===== src/rtl/sum_acc_pkg.sv =====
// Shared state encoding and default sizing for the sum accumulator slice.
package sum_acc_pkg;

  typedef enum logic {
    ACCUM = 1'b0,
    DONE  = 1'b1
  } state_t;

  localparam int unsigned SUM_W_DEF = 30;
  localparam int unsigned ACC_W_DEF = 32;
  localparam int unsigned BEATS_DEF = 8;

endpackage


===== src/rtl/acc_add_sat.sv =====
// ACC_W-wide accumulate adder with carry-out.
// Build option: define SUM_ACC_SAT_EN to saturate instead of wrapping.
module acc_add_sat
  import sum_acc_pkg::*;
#(
  parameter int unsigned ACC_W = ACC_W_DEF
) (
  input  logic [ACC_W-1:0] acc,
  input  logic [ACC_W-1:0] addend,
  output logic [ACC_W-1:0] acc_nxt,
  output logic             carry
);

  logic [ACC_W:0] full;

  assign full  = {1'b0, acc} + {1'b0, addend};
  assign carry = full[ACC_W];

`ifdef SUM_ACC_SAT_EN
  // Once pinned at all-ones any non-zero addend carries again, so saturation holds.
  assign acc_nxt = carry ? '1 : full[ACC_W-1:0];
`else
  assign acc_nxt = full[ACC_W-1:0];
`endif

endmodule


===== src/rtl/sum_accumulator.sv =====
// Folds BEATS upstream adder sums into one ACC_W result with a sticky overflow flag.
// Overflow policy selected by SUM_ACC_SAT_EN inside acc_add_sat.
module sum_accumulator
  import sum_acc_pkg::*;
#(
  parameter int unsigned SUM_W = SUM_W_DEF,
  parameter int unsigned ACC_W = ACC_W_DEF,
  parameter int unsigned BEATS = BEATS_DEF
) (
  input  logic             clk,
  input  logic             rst_n,
  input  logic             clr,
  input  logic             in_valid,
  output logic             in_ready,
  input  logic [SUM_W-1:0] in_sum,
  output logic             out_valid,
  input  logic             out_ready,
  output logic [ACC_W-1:0] out_acc,
  output logic             out_ovf
);

  localparam int unsigned     CNT_W = $clog2(BEATS + 1);
  localparam logic [CNT_W-1:0] LAST  = CNT_W'(BEATS - 1);

  state_t           state_q, state_d;
  logic [ACC_W-1:0] acc_q, acc_nxt, sum_ext;
  logic [CNT_W-1:0] cnt_q;
  logic             ovf_q, carry, rdy_q;
  logic             accept, last_beat, handshake;

  assign sum_ext   = ACC_W'(in_sum);
  // rdy_q keeps in_ready low until the first edge after reset release
  assign in_ready  = rdy_q && (state_q == ACCUM);
  assign out_valid = (state_q == DONE);
  assign out_acc   = out_valid ? acc_q : '0;
  assign out_ovf   = out_valid && ovf_q;

  assign accept    = in_valid && in_ready;
  assign last_beat = accept && (cnt_q == LAST);
  assign handshake = out_valid && out_ready;

  acc_add_sat #(
    .ACC_W (ACC_W)
  ) u_add (
    .acc     (acc_q),
    .addend  (sum_ext),
    .acc_nxt (acc_nxt),
    .carry   (carry)
  );

  always_comb begin
    state_d = state_q;
    if (clr) begin
      state_d = ACCUM;
    end else begin
      case (state_q)
        ACCUM:   if (last_beat) state_d = DONE;
        DONE:    if (out_ready) state_d = ACCUM;
        default: state_d = ACCUM;
      endcase
    end
  end

  always_ff @(posedge clk or negedge rst_n) begin
    if (!rst_n) begin
      state_q <= ACCUM;
    end else begin
      state_q <= state_d;
    end
  end

  always_ff @(posedge clk or negedge rst_n) begin
    if (!rst_n) begin
      rdy_q <= 1'b0;
      acc_q <= '0;
      cnt_q <= '0;
      ovf_q <= 1'b0;
    end else begin
      rdy_q <= 1'b1;
      if (clr || handshake) begin
        acc_q <= '0;
        cnt_q <= '0;
        ovf_q <= 1'b0;
      end else if (accept) begin
        acc_q <= acc_nxt;
        ovf_q <= ovf_q | carry;
        cnt_q <= last_beat ? '0 : cnt_q + 1'b1;
      end
    end
  end

endmodule


===== config.mk =====
export PLATFORM = sky130hd
export DESIGN_NAME = sum_accumulator
export DESIGN_NICKNAME = d
export VERILOG_FILES = /design/src/rtl/sum_acc_pkg.sv /design/src/rtl/acc_add_sat.sv /design/src/rtl/sum_accumulator.sv
export SDC_FILE = /design/constraint.sdc
export NUM_CORES = 1
export LEC_CHECK = 0
export CORE_MARGIN = 2
export CORE_UTILIZATION = 29
export CTS_BUF_LIST = sky130_fd_sc_hd__clkbuf_8
export DETAILED_ROUTE_END_ITERATION = 16
export GPL_ROUTABILITY_DRIVEN = 0
export PLACE_DENSITY_LB_ADDON = 0.15
export REMOVE_ABC_BUFFERS = 1
export SYNTH_ARGS = -nofsm -noshare
export SYNTH_HDL_FRONTEND = slang
export SYNTH_SLANG_ARGS = --single-unit

===== constraint.sdc =====
create_clock -name clk -period 6.8 [get_ports clk]
set_clock_uncertainty 0.05 [all_clocks]
set_input_delay 1.02 -clock clk [delete_from_list [all_inputs] [get_ports clk]]
set_output_delay 1.02 -clock clk [all_outputs]
set_load 0.01 [all_outputs]

==> results of run 1 <==
[layout make-up]
| class | count | share of cell area |
|---|---|---|
| Tap cell | 147 | 0.0410 |
| Clock inverter | 3 | 0.0106 |
| Sequential cell | 39 | 0.218 |
| Timing Repair Buffer | 71 | 0.156 |
| Multi-Input combinational cell | 391 | 0.552 |
| Inverter | 8 | 0.00670 |
| Clock buffer | 5 | 0.0153 |
[through the flow]
step | hold WS (ps) | setup slack (ps) | area, um2 | util
global route | 486 | 3060 | 4480 | 0.373
finish | 463 | 3400 | 4480 | 0.373
detailed placement | 447 | 3030 | 4370 | 0.364
floorplan | 418 | 3800 | 3480 | -
CTS | 467 | 3360 | 4480 | 0.373
global placement | 436 | 3120 | 4370 | 0.364
[power by group through the flow]
stage | clock [mW] | sequential, mW | combinational [mW]
finish | 0.215 | 0.261 | 0.242
global route | 0.235 | 0.264 | 0.273
CTS | 0.221 | 0.261 | 0.241
detailed placement | 0 | 0.266 | 0.240
global placement | 0 | 0.266 | 0.240
floorplan | 0 | 0.261 | 0.170
[routing by layer]
metal / global-route usage / wire [um] / vias up
li1: - / - / 1774
met1: 0.239 / 5230 / 1658
met2: 0.275 / 4870 / 103
met3: 0.0279 / 673 / 2
met4: 0.0217 / 38 / 0
met5: 0 / 0 / -
[state kept, by name, indices dropped and copies added, names as in the netlist]
name	cells
acc_q	32
cnt_q	4
out_valid	1
ovf_q	1
rdy_q	1
[synth_stat cells (all sizes together), types with 3 or more instances]
library cell	instances
a211oi	3
a21o	7
a21oi	53
a31oi	4
and2	33
and3	3
buf	10
clkbuf	10
dfrtp	39
ha	31
inv	8
nand2	72
nand3	9
nand4	12
nor2	35
nor2b	6
nor3	14
nor4	5
o211ai	3
o21a	8
o21ai	32
o31a	4
o31ai	3
xnor2	13
xor2	8
[how the worst min path moves through the flow]
stage | startpoint | endpoint | slack [ps] | depth (start not counted)
2_1_floorplan | acc_q[12] | acc_q[12] | 420 | 2
3_3_place_gp | acc_q[23] | acc_q[23] | 440 | 2
3_5_place_dp | acc_q[23] | acc_q[23] | 450 | 2
4_1_cts | acc_q[23] | acc_q[23] | 470 | 2
5_1_grt | acc_q[23] | acc_q[23] | 490 | 2
6_report | acc_q[23] | acc_q[23] | 460 | 2
[worst max-delay path, stage by stage]
cell             delay, ps
clkdlybuf4s50_1        460
ha_1                   160
inv_1                   50
fa_1                   420
nor2b_4                150
o2111ai_1              150
a21oi_2                270
o21bai_1               200
nor4_2                 250
mux2i_1                210
o311ai_0               140
[cell families after synthesis]
group,Yosys count
DFF,39
AOI/OAI and AO/OA,138
buffers and inverters,28
and+or+nand+nor,197
adders and majority gates,32
other,1
xor gates and xnor gates,21
muxes,2
==> impl_metrics.toml, run 1 <==
[cells_and_area]
syn_to_final_growth_pct = 25.4
final_cell_mix = "72 x nand2_1, 68 x clkdlybuf4s50_1, 47 x a21oi_1, 39 x dfrtp_1, 35 x nor2_1"
regArea_um2 = 976
multi_input_area_um2 = 2480
fillers = 1301
layout_commonest_cell = "nand2_1"
final_nets = 583
stdcell_count = 664
antennaDiodeCount = 0
drive_gt1_frac = 0.0484

[worst_setup_path]
reg2reg_slack_ps = 3520
rr_endpoint = "acc_q[26]"
startpoint_type = "primary input"
r2r_cells = 6
cp-endpoint = "acc_q[24]"
critical_path_class = "primary input to flop"
worstPathArrival_ps = 3490
regToRegStartpoint = "out_valid"
crit_start = "in_sum[0]"
crit_path_end_kind = "flop"
critPathRequiredTime_ps = 6890
cp_max_fo = 4

[drt]
ant_nets = 0
viasPerCell = 5.33
drt_iter0_markers = 137
wl_per_cell_um = 16.3
dr.pass1.iters = 4
drc = 0
vias = 3537
wirelength_um = 10800

[logic_synthesis]
synth_top_family_by_area = "simple AND/OR/NAND/NOR gates"
synth_seq_cells = 39
netlist_area_um2 = 3580
synth_fa_ha_area_frac = 0.114
synth_top_cell_by_area = "dfrtp_1"
avgSynthCellArea_um2 = 7.81
synth_cells = 458
yosys_warnings = 0
yosys.area_share.simple = 0.269
synth_edf_count = 0
synth-compound-area-share = 0.252
synth_top_cell_area_share = 0.273
synthDistinctLibCells = 62
synth-main-ff-cell = "dfrtp_1"
ys_seq_area_frac = 0.273
synthMuxAreaShare = 0.00560
async_reset_ff_frac = 1.00
synthXorXnorAreaFrac = 0.0514
synthTopCellsByArea = "dfrtp_1 27%, ha_1 11%, nand2_1 7.6%, a21oi_1 6.6%, and2_1 5.8%"

[global_routing]
grt_pass1_vias = 3407
antenna_found_initial = 0
grtUsageTotal = 0.168
grt_pass1_wl_um = 17800
grt-ovfl-total = 0
grt_max_degree = 40

[timing]
setup_tns_ps = 0
fin_crit_ps = 3400
fmax_ghz = 0.294
final_max_slew_viol_count = 0
maxSlewHeadroom = 0.288
grt_setup_unrepaired = "no"
worst_pin_slew_ps = 1070
finalHoldViolations = 0
min_period_over_period = 0.499
setup_viol = 0

[cts]
cts.clk_slew.worst_paths_ps = 90
root_buffer = "clkbuf_8"
cts_sinks = 39
cts_tree = "built"
cts_buffers = 5
clk_latency_ps = 300
cts_setup_buffers = 0
htree_num_levels = 2
cts_resized = 0
ctsHoldBuffers = 0
ctsLongestPathBuffers = 2

[floorplanning]
floorplan.initialDensity = 0.298
ios = 70
num_rows = 40
die_area_um2 = 13200
coreArea_um2 = 12000
die_x_um = 115
die_h_um = 115

[power_and_ir_drop]
switching_power_mw = 0.261
p_int_mw = 0.457
comb_power_share = 0.337
ir_drop_mv = 0.0813
leakagePower_nw = 1.90
power_density_nw_per_um2 = 160
sw_frac_of_total = 0.363
p_clk_frac = 0.299
pwr-share-seq = 0.364
power.total_mw = 0.718

[job]
max_cap_viol_count = 0

[hold_path]
min_path_type = "flop to flop"

[placed_design]
placed_cells = 656
numPortBuffers = 69
hpwl_um = 7870

[outcome]
status = "complete, no violations"
No activity file was read; power rests on OpenSTA's default activity.
==> run 2: changes to the inputs <==
==> constraint.sdc (replaced) <==
create_clock -name clk -period 3.2 [get_ports clk]
set_clock_uncertainty 0.05 [all_clocks]
set_input_delay 0.48 -clock clk [delete_from_list [all_inputs] [get_ports clk]]
set_output_delay 0.48 -clock clk [all_outputs]
set_load 0.01 [all_outputs]
==> run 2 against run 1 <==
  * Clock power increased by 110%
  * Largest cell class unchanged
  * Count of clock-buffer cells in the layout unchanged
  * Critical endpoint unchanged
  * Largest power group unchanged
  * Die area unchanged
  * Critical path type unchanged
==> impl_metrics.toml, run 2 (same netlist as run 1, synthesis figures left out) <==
[outcome]
status = "complete, no violations"

[worst_setup_path]
slowest_delay_ps = 460
slowest_stage = "clkdlybuf4s50_1"
startpoint_type = "primary input"
crit_path_end_kind = "flop"
cp_cell_sequence = "clkdlybuf4s50_1 > ha_1 > inv_1 > fa_1 > nor2b_4 > o2111ai_1 > a21oi_2 > o21bai_1 > nor4_2 > mux2i_1 > o311ai_0"
cp_max_fo = 4
critPathRequiredTime_ps = 3310
worstPathArrival_ps = 2930
critical_path_class = "primary input to flop"

[cts]
clk_latency_ps = 300
root_buffer = "clkbuf_8"
cts_sinks = 39
cts_buffers = 5
ctsLongestPathBuffers = 2
cts_setup_buffers = 0
cts.clk_slew.worst_paths_ps = 100
ctsHoldBuffers = 0
cts_tree = "built"
htree_num_levels = 2
cts_resized = 0

[cells_and_area]
final_cell_mix = "72 x nand2_1, 68 x clkdlybuf4s50_1, 47 x a21oi_1, 39 x dfrtp_1, 35 x nor2_1"
syn_to_final_growth_pct = 26.8
stdcell_count = 671
drive_gt1_frac = 0.0611
largest_reg_flops = 32
layout_commonest_cell = "nand2_1"
top_register = "acc_q"
final_nets = 590
antennaDiodeCount = 0
largest_registers = "acc_q x32, cnt_q x4"
fillers = 1274

[power_and_ir_drop]
power_density_nw_per_um2 = 335
p_int_mw = 0.974
pwr-share-seq = 0.365
ir_drop_mv = 0.247
sw_frac_of_total = 0.358
comb_power_share = 0.338
switching_power_mw = 0.544
leakagePower_nw = 1.93
p_clk_frac = 0.297

[drt]
wl_per_cell_um = 15.5
drt_iter0_markers = 111
drc = 0
vias = 3487
ant_nets = 0
viasPerCell = 5.20
wirelength_um = 10400
dr.pass1.iters = 4

[placed_design]
hpwl_um = 8010
numPortBuffers = 69
placed_cells = 663

[timing]
fin_crit_ps = 2820
worst_pin_slew_ps = 967
maxSlewHeadroom = 0.355
fmax_ghz = 0.355
min_period_over_period = 0.880
setup_tns_ps = 0
final_max_slew_viol_count = 0
setup_viol = 0
grt_setup_unrepaired = "no"
finalHoldViolations = 0

[floorplanning]
coreArea_um2 = 12000
die_area_um2 = 13200
die_h_um = 115
ios = 70
num_rows = 40
floorplan.initialDensity = 0.298
die_x_um = 115

[global_routing]
grt_pass1_vias = 3530
grt-ovfl-total = 0
grt_max_degree = 40
antenna_found_initial = 0
grt_pass1_wl_um = 17600
grtUsageTotal = 0.164

[job]
max_cap_viol_count = 0

[hold_path]
min_path_type = "primary input to asynchronous set/reset pin"
run 2: cell types whose count changed in the layout (fill, tap and decap cells not counted):
cell | before | now
buf_4 | 2 | 9
run 2: cell type report:
| type | count | area (um2) | area share |
|---|---|---|---|
| Timing Repair Buffer | 78 | 753 | 0.166 |
| Clock buffer | 5 | 68.8 | 0.0152 |
| Inverter | 8 | 30.0 | 0.00662 |
| Multi-Input combinational cell | 391 | 2480 | 0.546 |
| Tap cell | 147 | 184 | 0.0405 |
| Clock inverter | 3 | 47.5 | 0.0105 |
| Sequential cell | 39 | 976 | 0.215 |
run 2: path summary, 6_finish.rpt:
check	cells after the start	to	slack, ps	from
hold / removal	1	acc_q[12]	280	rst_n
min in group clk	2	acc_q[14]	460	acc_q[14]
setup / recovery	11	acc_q[24]	380	in_sum[0]
setup reg to reg	10	acc_q[24]	630	acc_q[0]
max in group asynchronous	1	cnt_q[3]	2220	rst_n
hold reg to reg	2	acc_q[14]	460	acc_q[14]
run 2: layer usage:
metal	vias to the layer above	wire length (um)	global-route usage
li1	1776	-	-
met1	1630	5150	0.233
met2	77	4790	0.267
met3	4	433	0.0227
met4	0	58	0.0305
met5	-	0	0
run 2: through the flow:
stage               setup slack (ps)  total power, mW  hold slack (ps)   util  cell area, um2
floorplan                        742            0.914              134      -            3480
detailed placement              79.9             1.08              447  0.368            4420
CTS                              400             1.54              311  0.378            4540
finish                           383             1.52              278  0.378            4540
global placement                 171             1.08              437  0.368            4420
global route                     249             1.63              359  0.378            4540
run 2: power groups by stage:
stage	Combinational (mW)	Sequential [mW]	Clock [mW]
finish	0.514	0.554	0.451
global placement	0.515	0.565	0
CTS	0.517	0.555	0.469
global route	0.583	0.560	0.483
floorplan	0.360	0.554	0
detailed placement	0.515	0.565	0
run 2: worst max-delay path, delay by kind of cell:
family	cells	cell delay [ps]
buffers and inverters	2	510
AOI/OAI and AO/OA	4	680
and+or+nand+nor	2	440
adders and majority gates	2	580
muxes	1	220
==> run 3: changes to the inputs <==
--- a/config.mk
+++ b/config.mk
@@ -11,6 +11,7 @@
 export DETAILED_ROUTE_END_ITERATION = 16
 export GPL_ROUTABILITY_DRIVEN = 0
 export PLACE_DENSITY_LB_ADDON = 0.15
+export RECOVER_POWER = 50
 export REMOVE_ABC_BUFFERS = 1
 export SYNTH_ARGS = -nofsm -noshare
 export SYNTH_HDL_FRONTEND = slang
==> run 3 against run 2 <==
  * Cell count stayed put
  * The flow now finishes with violations (capacitance limit, slew limit)
  * Largest cell class unchanged
  * Count of clock-buffer cells in the layout did not move
  * Critical path type unchanged
  * Design area fell by 0.19%
==> impl_metrics.toml, run 3 (same netlist as run 1, synthesis figures left out) <==
[placed_design]
placed_cells = 663
hpwl_um = 8010
numPortBuffers = 69
postPlaceCellArea_um2 = 4420

[cts]
ctsHoldBuffers = 0
cts_resized = 0
clk_latency_ps = 300
cts_setup_buffers = 0
cts_buffers = 5
cts_tree = "built"
ctsLongestPathBuffers = 2
cts_sinks = 39
htree_num_levels = 2
cts.clk_slew.worst_paths_ps = 90
root_buffer = "clkbuf_8"

[power_and_ir_drop]
ir_drop_mv = 0.246
leakagePower_nw = 1.93
power_density_nw_per_um2 = 335

[cells_and_area]
largest_registers = "acc_q x32, cnt_q x4"
stdcell_count = 671
design_area_um2 = 4530
final_cell_mix = "72 x nand2_1, 65 x clkdlybuf4s50_1, 47 x a21oi_1, 39 x dfrtp_1, 35 x nor2_1"
largest_reg_flops = 32
top_register = "acc_q"
drive_gt1_frac = 0.0553
antennaDiodeCount = 0
syn_to_final_growth_pct = 26.6
final_nets = 590
fillers = 1276
layout_commonest_cell = "nand2_1"

[hold_path]
min_from = "acc_q[14]"
holdPathStages = 2
min_path_type = "flop to flop"

[worst_setup_path]
worstPathArrival_ps = 2930
r2r_cells = 8
crit_start = "in_sum[0]"
slowest_stage = "clkdlybuf4s50_1"
critPathRequiredTime_ps = 3310
regToRegStartpoint = "out_valid"
cp_cell_sequence = "clkdlybuf4s50_1 > ha_1 > inv_1 > fa_1 > nor2b_4 > o2111ai_1 > a21oi_2 > o21bai_1 > nor4_2 > mux2i_1 > o311ai_0"
startpoint_type = "primary input"
cp_max_fo = 4
slowest_delay_ps = 460
crit_path_end_kind = "flop"
critical_path_class = "primary input to flop"

[global_routing]
grtUsageMet2 = 0.267
grt_max_degree = 40
grt_busiest_layer = "met2"
antenna_found_initial = 0
grtUsageMet1 = 0.233
grtUsageTotal = 0.164
grt_pass1_wl_um = 17600
grt_pass1_vias = 3530
grt_util_met3 = 0.0227
grt-ovfl-total = 0

[timing]
min_period_over_period = 0.880
fin_crit_ps = 2810
grt_setup_unrepaired = "no"
worst_pin_slew_ps = 2320
maxSlewHeadroom = -0.548
setup_tns_ps = 0
finalHoldViolations = 0
final_max_slew_viol_count = 40
fmax_ghz = 0.355
setup_viol = 0

[floorplanning]
die_x_um = 115
floorplan.initialDensity = 0.298
num_rows = 40
die_area_um2 = 13200
die_h_um = 115
coreArea_um2 = 12000
ios = 70

[job]
max_cap_viol_count = 1

[drt]
ant_nets = 0
vias = 3486
wirelength_um = 10400
drt_iter0_markers = 111
drc = 0
viasPerCell = 5.20
dr.pass1.iters = 4
wl_per_cell_um = 15.5

[outcome]
status = "complete, but fails checks"
violations = "capacitance limit, slew limit"
## run 3: routing by layer
metal	part of all wire	routed length [um]	vias to the layer above
met1	0.49	5160	1627
met4	0.0056	58	0
li1	-	-	1778
met2	0.46	4790	77
met5	0	0	-
met3	0.040	421	4
## run 3: worst paths after layout
check	to	slack, ps
setup / recovery	acc_q[24]	390
hold / removal	acc_q[14]	460
setup reg to reg	acc_q[28]	620
hold reg to reg	acc_q[14]	460
max in group asynchronous	cnt_q[3]	960
min in group asynchronous	acc_q[12]	820
## run 3: layout make-up
| type | count | area (um2) | area share |
|---|---|---|---|
| inverters | 8 | 30.0 | 0.00663 |
| repair buffers | 78 | 744 | 0.164 |
| multi-input cells | 391 | 2480 | 0.547 |
| well taps | 147 | 184 | 0.0406 |
| clock inverters | 3 | 47.5 | 0.0105 |
| flip-flops and latches | 39 | 976 | 0.216 |
| clock buffers | 5 | 68.8 | 0.0152 |
## run 3: metrics by stage
stage                     hold slack [ps]  worst slack [ps]  power (mW)   util
after CTS                             311               400        1.54  0.378
after detailed placement              447              79.9        1.08  0.368
after global routing                  485               249        1.62  0.377
after global placement                437               171        1.08  0.368
final                                 462               385        1.52  0.377
after floorplan                       134               742       0.914      -
## run 3: critical path: cells and delay by family
kind	cells	cell delay, ps
buffers and inverters	2	510
AO/OA/AOI/OAI	4	680
adder cells (fa/ha/maj)	2	580
multiplexers	1	220
AND/OR/NAND/NOR	2	440
## run 3: power by group
group	leakage, nW	internal, mW	switching [mW]
Sequential	0.528	0.526	0.0285
Clock	0.0587	0.237	0.213
Combinational	1.35	0.210	0.302
==> RTL edit 1: new RTL, settings of run 2 <==
Change the package constant `BEATS_DEF` from 8 to 32.
--- a/src/rtl/sum_acc_pkg.sv
+++ b/src/rtl/sum_acc_pkg.sv
@@ -8,7 +8,7 @@
 
   localparam int unsigned SUM_W_DEF = 30;
   localparam int unsigned ACC_W_DEF = 32;
-  localparam int unsigned BEATS_DEF = 8;
+  localparam int unsigned BEATS_DEF = 32;
 
 endpackage
 
Function: changed (Yosys sat finds a counterexample within 10 cycles, from zero or initial values and one cycle with rst_n low).
==> RTL edit 1 against run 2 <==
Power is 3.9% lower; design area grew 3.9%; setup slack got worse by 42 ps; sequential cell count rose by 2; count of clock-buffer cells in the layout is 2 higher; critical endpoint is now acc_q[28]; worst hold slack gained 22 ps; sequential power rose by 3%; highest routed layer unchanged; first-iteration DRC count up 63%; routed wire length grew 3.6%; clock power fell by 9.3%; critical path depth unchanged; synthesized area is 2.6% higher.
==> RTL edit 1: results (changes against run 2) <==
* I/O Buffers at 69 (unchanged)
* Synth async-reset ratio at 1.00 (unchanged)
* Mux share of post-synthesis cell area at 0.00546 (was 0.00560)
* Drt total wl at 10800 um (was 10400 um)
* Vias/cell at 5.04 (was 5.20)
* Peak supply drop at 0.148 mV (was 0.247 mV)
* Synth Area in Adders at 0.111 (was 0.114)
* Net count, final at 604 (was 590)
* Warnings, synthesis at 0 (unchanged)
* Synth top area share at 0.280 (was 0.273)
* N_diodes at 0 (unchanged)
* Status: completed (unchanged)
* Synth area leaders: dfrtp_1 28%, ha_1 11%, a21oi_1 8.6% (was dfrtp_1 27%, ha_1 11%, nand2_1 7.6%)
* Synth Area in Compound Gates at 0.274 (was 0.252)
* Skew-Pair Late Insertion Delay at 310 ps
* Slew @ Worst Pin at 1030 ps (was 967 ps)
* Global-route wire length before repair at 17700 um (was 17600 um)
* Clock transition at the registers of the reported paths at ~90 ps
* Final antenna-violating net count at 0 (unchanged)
* CTS Root Cell: clkbuf_8 (unchanged)
* CP Data Arrival Time at 3010 ps (was 2930 ps)
* Largest regs: acc_q (32), cnt_q (6) (was acc_q (32), cnt_q (4))
* Total GRT Usage at 0.166 (was 0.164)
* Hpwl dp at 8110 um (was 8010 um)
* Longest Clk Path Bufs at 2 (unchanged)
* Resize count post-CTS at 0 (unchanged)
* Leak at 2.02 nW (was 1.93 nW)
* Max FO, Critical Path at 4 (unchanged)
* DRT Pass-1 Iters at 4 (unchanged)
* Most instantiated cells after synthesis: 69 x nand2_1, 63 x a21oi_1, 41 x dfrtp_1, 36 x and2_1, 31 x ha_1 (was 72 x nand2_1, 47 x a21oi_1, 39 x dfrtp_1, 35 x nor2_1, 33 x and2_1)
* Pin count of the biggest net entering global routing at 42 (was 40)
* Reg2Reg Depth at 10 (unchanged)
* Layout cell share with drive strength beyond 1 at 0.0706 (was 0.0611)
* R2R setup slack at 610 ps (was 630 ps)
* Starting DRT DRC Count at 181 (was 111)
* RR Startpoint: acc_q[0] (unchanged)
* Netlist cell types at 59 (was 62)
* CTS Buf Count at 5 (unchanged)
* H-tree levels at 2 (unchanged)
* Power Internal at 0.945 mW (was 0.974 mW)
* Post-Synth XOR/XNOR Area at 0.0334 (was 0.0514)
* Vias in the first global route at 3560 (was 3530)
* Critical R2R Capture: acc_q[28] (was acc_q[24])
* Post-synthesis sequential area ratio at 0.280 (was 0.273)
## RTL edit 1: metal layers
metal  share of wire  GRT usage  vias to the layer above
li1                -          -                     1829
met1            0.48      0.219                     1665
met2            0.47      0.283                       75
met3           0.041     0.0285                       11
met4           0.014     0.0365                        0
met5               0          0                        -
## RTL edit 1: stage by stage
stage | instances | worst slack, ps | hold slack [ps] | instance area, um2
CTS | 710 | 336 | 345 | 4720
floorplan | 444 | 527 | 134 | 3590
global placement | 702 | 61.6 | 426 | 4610
global route | 710 | 92.8 | 382 | 4720
finish | 710 | 342 | 300 | 4720
detailed placement | 702 | 6.83 | 432 | 4610
## RTL edit 1: area by class of cell
class / count / area (um2)
flip-flops and latches: 41 / 1030
well taps: 172 / 215
fillers: 1301 / 7750
repair buffers: 86 / 813
inverters: 11 / 41.3
clock inverters: 1 / 5.00
multi-input cells: 392 / 2520
clock buffers: 7 / 96.3
## RTL edit 1: kinds of logic after synthesis
kind of cell             Yosys count
multiplexers                       2
XOR/XNOR                          14
flip-flops                        41
adder cells (fa/ha/maj)           32
buffers and inverters             32
other                              1
AO/OA/AOI/OAI                    154
AND/OR/NAND/NOR                  189
## RTL edit 1: critical path, stage by stage
cell and delay [ps]:
clkdlybuf4s50_1 460, ha_1 160, inv_1 60, fa_1 370, and2b_1 250, o2111ai_2 160
a21oi_4 240, o2111ai_1 210, a211oi_1 370, nor3_1 100, nand3b_1 160
## RTL edit 1: worst max path at each step
stage	from	end	slack [ps]	cells after the start
global route	in_sum[0]	acc_q[28]	90	11
finish	in_sum[0]	acc_q[28]	340	11
floorplan	out_valid	cnt_q[3]	530	7
CTS	in_sum[0]	acc_q[12]	340	12
global placement	in_sum[0]	acc_q[12]	60	12
detailed placement	in_sum[0]	acc_q[12]	7	12
## RTL edit 1: power groups by stage
| stage | Sequential (mW) | Combinational [mW] | Clock (mW) |
|---|---|---|---|
| floorplan | 0.573 | 0.321 | 0 |
| global placement | 0.582 | 0.478 | 0 |
| detailed placement | 0.582 | 0.480 | 0 |
| CTS | 0.572 | 0.483 | 0.417 |
| global route | 0.576 | 0.543 | 0.440 |
| finish | 0.571 | 0.480 | 0.409 |
==> RTL edit 2: new RTL, config.mk and constraints of run 2 <==
Made on the original files. Register the output `out_ovf`, with the module's reset; this adds one clock of latency there. The other outputs are not delayed to match.
--- a/src/rtl/sum_accumulator.sv
+++ b/src/rtl/sum_accumulator.sv
@@ -33,7 +33,13 @@
   assign in_ready  = rdy_q && (state_q == ACCUM);
   assign out_valid = (state_q == DONE);
   assign out_acc   = out_valid ? acc_q : '0;
-  assign out_ovf   = out_valid && ovf_q;
+  always_ff @(posedge clk or negedge rst_n) begin
+    if (!rst_n) begin
+      out_ovf <= '0;
+    end else begin
+      out_ovf <= out_valid && ovf_q;
+    end
+  end
 
   assign accept    = in_valid && in_ready;
   assign last_beat = accept && (cnt_q == LAST);
Function: changed (Yosys sat finds a counterexample within 10 cycles, from zero or initial values and one cycle with rst_n low).
==> RTL edit 2 against run 2 <==
Sequential cell count is 1 higher; design area is 4.2% higher; sequential power is 3% higher; power up 2.7%; routed wire length grew 2.9%; synthesized area is 1.3% higher; first-iteration DRC count increased by 23%; core utilization grew 1.3 points; setup slack lost 130 ps.
==> RTL edit 2: results (changes against run 2) <==
* Clock transition at the registers of the reported paths at 90 ps
* Net count, final at 612 (was 590)
* M1 WL at 5090 um (was 5150 um)
* Crit share post-route at 0.921 (was 0.880)
* Leak at 2.06 nW (was 1.93 nW)
* Pin count of the biggest net entering global routing at 41 (was 40)
* Most instantiated cells after synthesis: 58 x a21oi_1, 58 x nand2_1, 40 x dfrtp_1, 35 x and2_1, 35 x o21ai_0 (was 72 x nand2_1, 47 x a21oi_1, 39 x dfrtp_1, 35 x nor2_1, 33 x and2_1)
* Skew-Pair Late Insertion Delay at 300 ps (about the same)
* H-tree levels at 2 (unchanged)
* Crit-path leading delay family: compound AO/OA/AOI/OAI gates (unchanged)
* DR WL met3 at 510 um (was 433 um)
* Vias/cell at 5.04 (was 5.20)
* CTS Buf Count at 5 (unchanged)
* Min-Delay Path Class: input pin to asynchronous set/reset pin (unchanged)
* Synth area leaders: dfrtp_1 28%, ha_1 11%, a21oi_1 8.0% (was dfrtp_1 27%, ha_1 11%, nand2_1 7.6%)
* Global-route wire length before repair at 18000 um (was 17600 um)
* DR WL/cell at 15.0 um (was 15.5 um)
* I/O Buffers at 69 (unchanged)
* Top routing layer used: met4 (unchanged)
* Netlist cell types at 59 (was 62)
* Initial antenna violation count at 0 (unchanged)
* Slew @ Worst Pin at 992 ps (was 967 ps)
* Total GRT Usage at 0.170 (was 0.164)
* Resize count post-CTS at 0 (unchanged)
* DRT Pass-1 Iters at 5 (was 4)
* Hpwl dp at 8080 um (was 8010 um)
* CP Data Arrival Time at 3110 ps (was 2930 ps)
* Critical Path Start: in_sum[0] (unchanged)
* Synth async-reset ratio at 1.00 (unchanged)
* Fillcell total at 1318 (was 1274)
* Wire length on met2 at 5080 um (was 4790 um)
* Setup Fix Bufs, Post-CTS at 0 (unchanged)
* Warnings, synthesis at 0 (unchanged)
* Starting DRT DRC Count at 137 (was 111)
* Delay of the slowest critical-path stage at 460 ps (about the same)
* Status: completed (unchanged)
* Largest regs: acc_q (32), cnt_q (4) (unchanged)
* Vias in the first global route at 3559 (was 3530)
* Longest Clk Path Bufs at 2 (unchanged)
* Most common flop cell mapped by yosys: dfrtp_1 (unchanged)
* N_diodes at 0 (unchanged)
* Peak supply drop at 0.133 mV (was 0.247 mV)
* Layout cell share with drive strength beyond 1 at 0.0934 (was 0.0611)
* Slowest CP cell: clkdlybuf4s50_1 (unchanged)
* Post-synthesis sequential area ratio at 0.276 (was 0.273)
* Max FO, Critical Path at 6 (was 4)
* DP Area at 4610 um2 (was 4420 um2)
* RR Startpoint: acc_q[0] (unchanged)
* CTS Root Cell: clkbuf_8 (unchanged)
RTL edit 2: cell types whose count changed after synthesis, sizes merged, moves of 6 or more:
cell	delta
buf	-8
nand2b	+6
nand4	-6
a21oi	+6
nand2	-14
or3	+9
clkbuf	+6
xnor2	-6
RTL edit 2: where the power goes:
group          internal (mW)  switching [mW]
Combinational          0.231           0.294
Sequential             0.539          0.0291
Clock                  0.256           0.211
Total                   1.03           0.534
RTL edit 2: logic make-up after synthesis:
kind of cell    after synthesis  share of synthesized area
compound gates              155                      0.270
xor+xnor                     15                     0.0363
fa+ha+maj                    32                      0.113
buf+inv                      31                     0.0439
flops                        40                      0.276
mux                           3                    0.00829
other cells                   1                    0.00103
simple gates                184                      0.252
RTL edit 2: final cells by class:
cell class	instances	area, um2	share of cell area
clock inverter	2	38.8	0.00820
sequential	40	1000	0.212
multi-input combinational	390	2470	0.522
inverter	13	48.8	0.0103
timing repair buffer	95	881	0.186
tap	168	210	0.0445
clock buffer	6	82.6	0.0175
RTL edit 2: layer usage:
layer  GRT usage  vias to the layer above
met1       0.232                     1679
met4      0.0262                        0
met5           0                        -
met2       0.288                       88
li1            -                     1827
met3      0.0277                        5
RTL edit 2: worst paths after layout:
check	to	slack, ps	cells after the start
min in group clk	ovf_q	450	1
hold / removal	acc_q[21]	280	1
setup / recovery	acc_q[24]	250	11
hold reg to reg	ovf_q	450	1
max in group asynchronous	acc_q[26]	2210	1
setup reg to reg	acc_q[24]	510	10
RTL edit 2: metrics by stage:
stage                     instances  setup TNS, ps  worst slack, ps  hold slack (ps)
after floorplan                 443              0              194              134
after global placement          706          -25.4            -25.4              424
after detailed placement        706          -69.7            -69.7              440
after CTS                       714              0              228              322
after global routing            714              0             4.29              359
final                           714              0              254              284
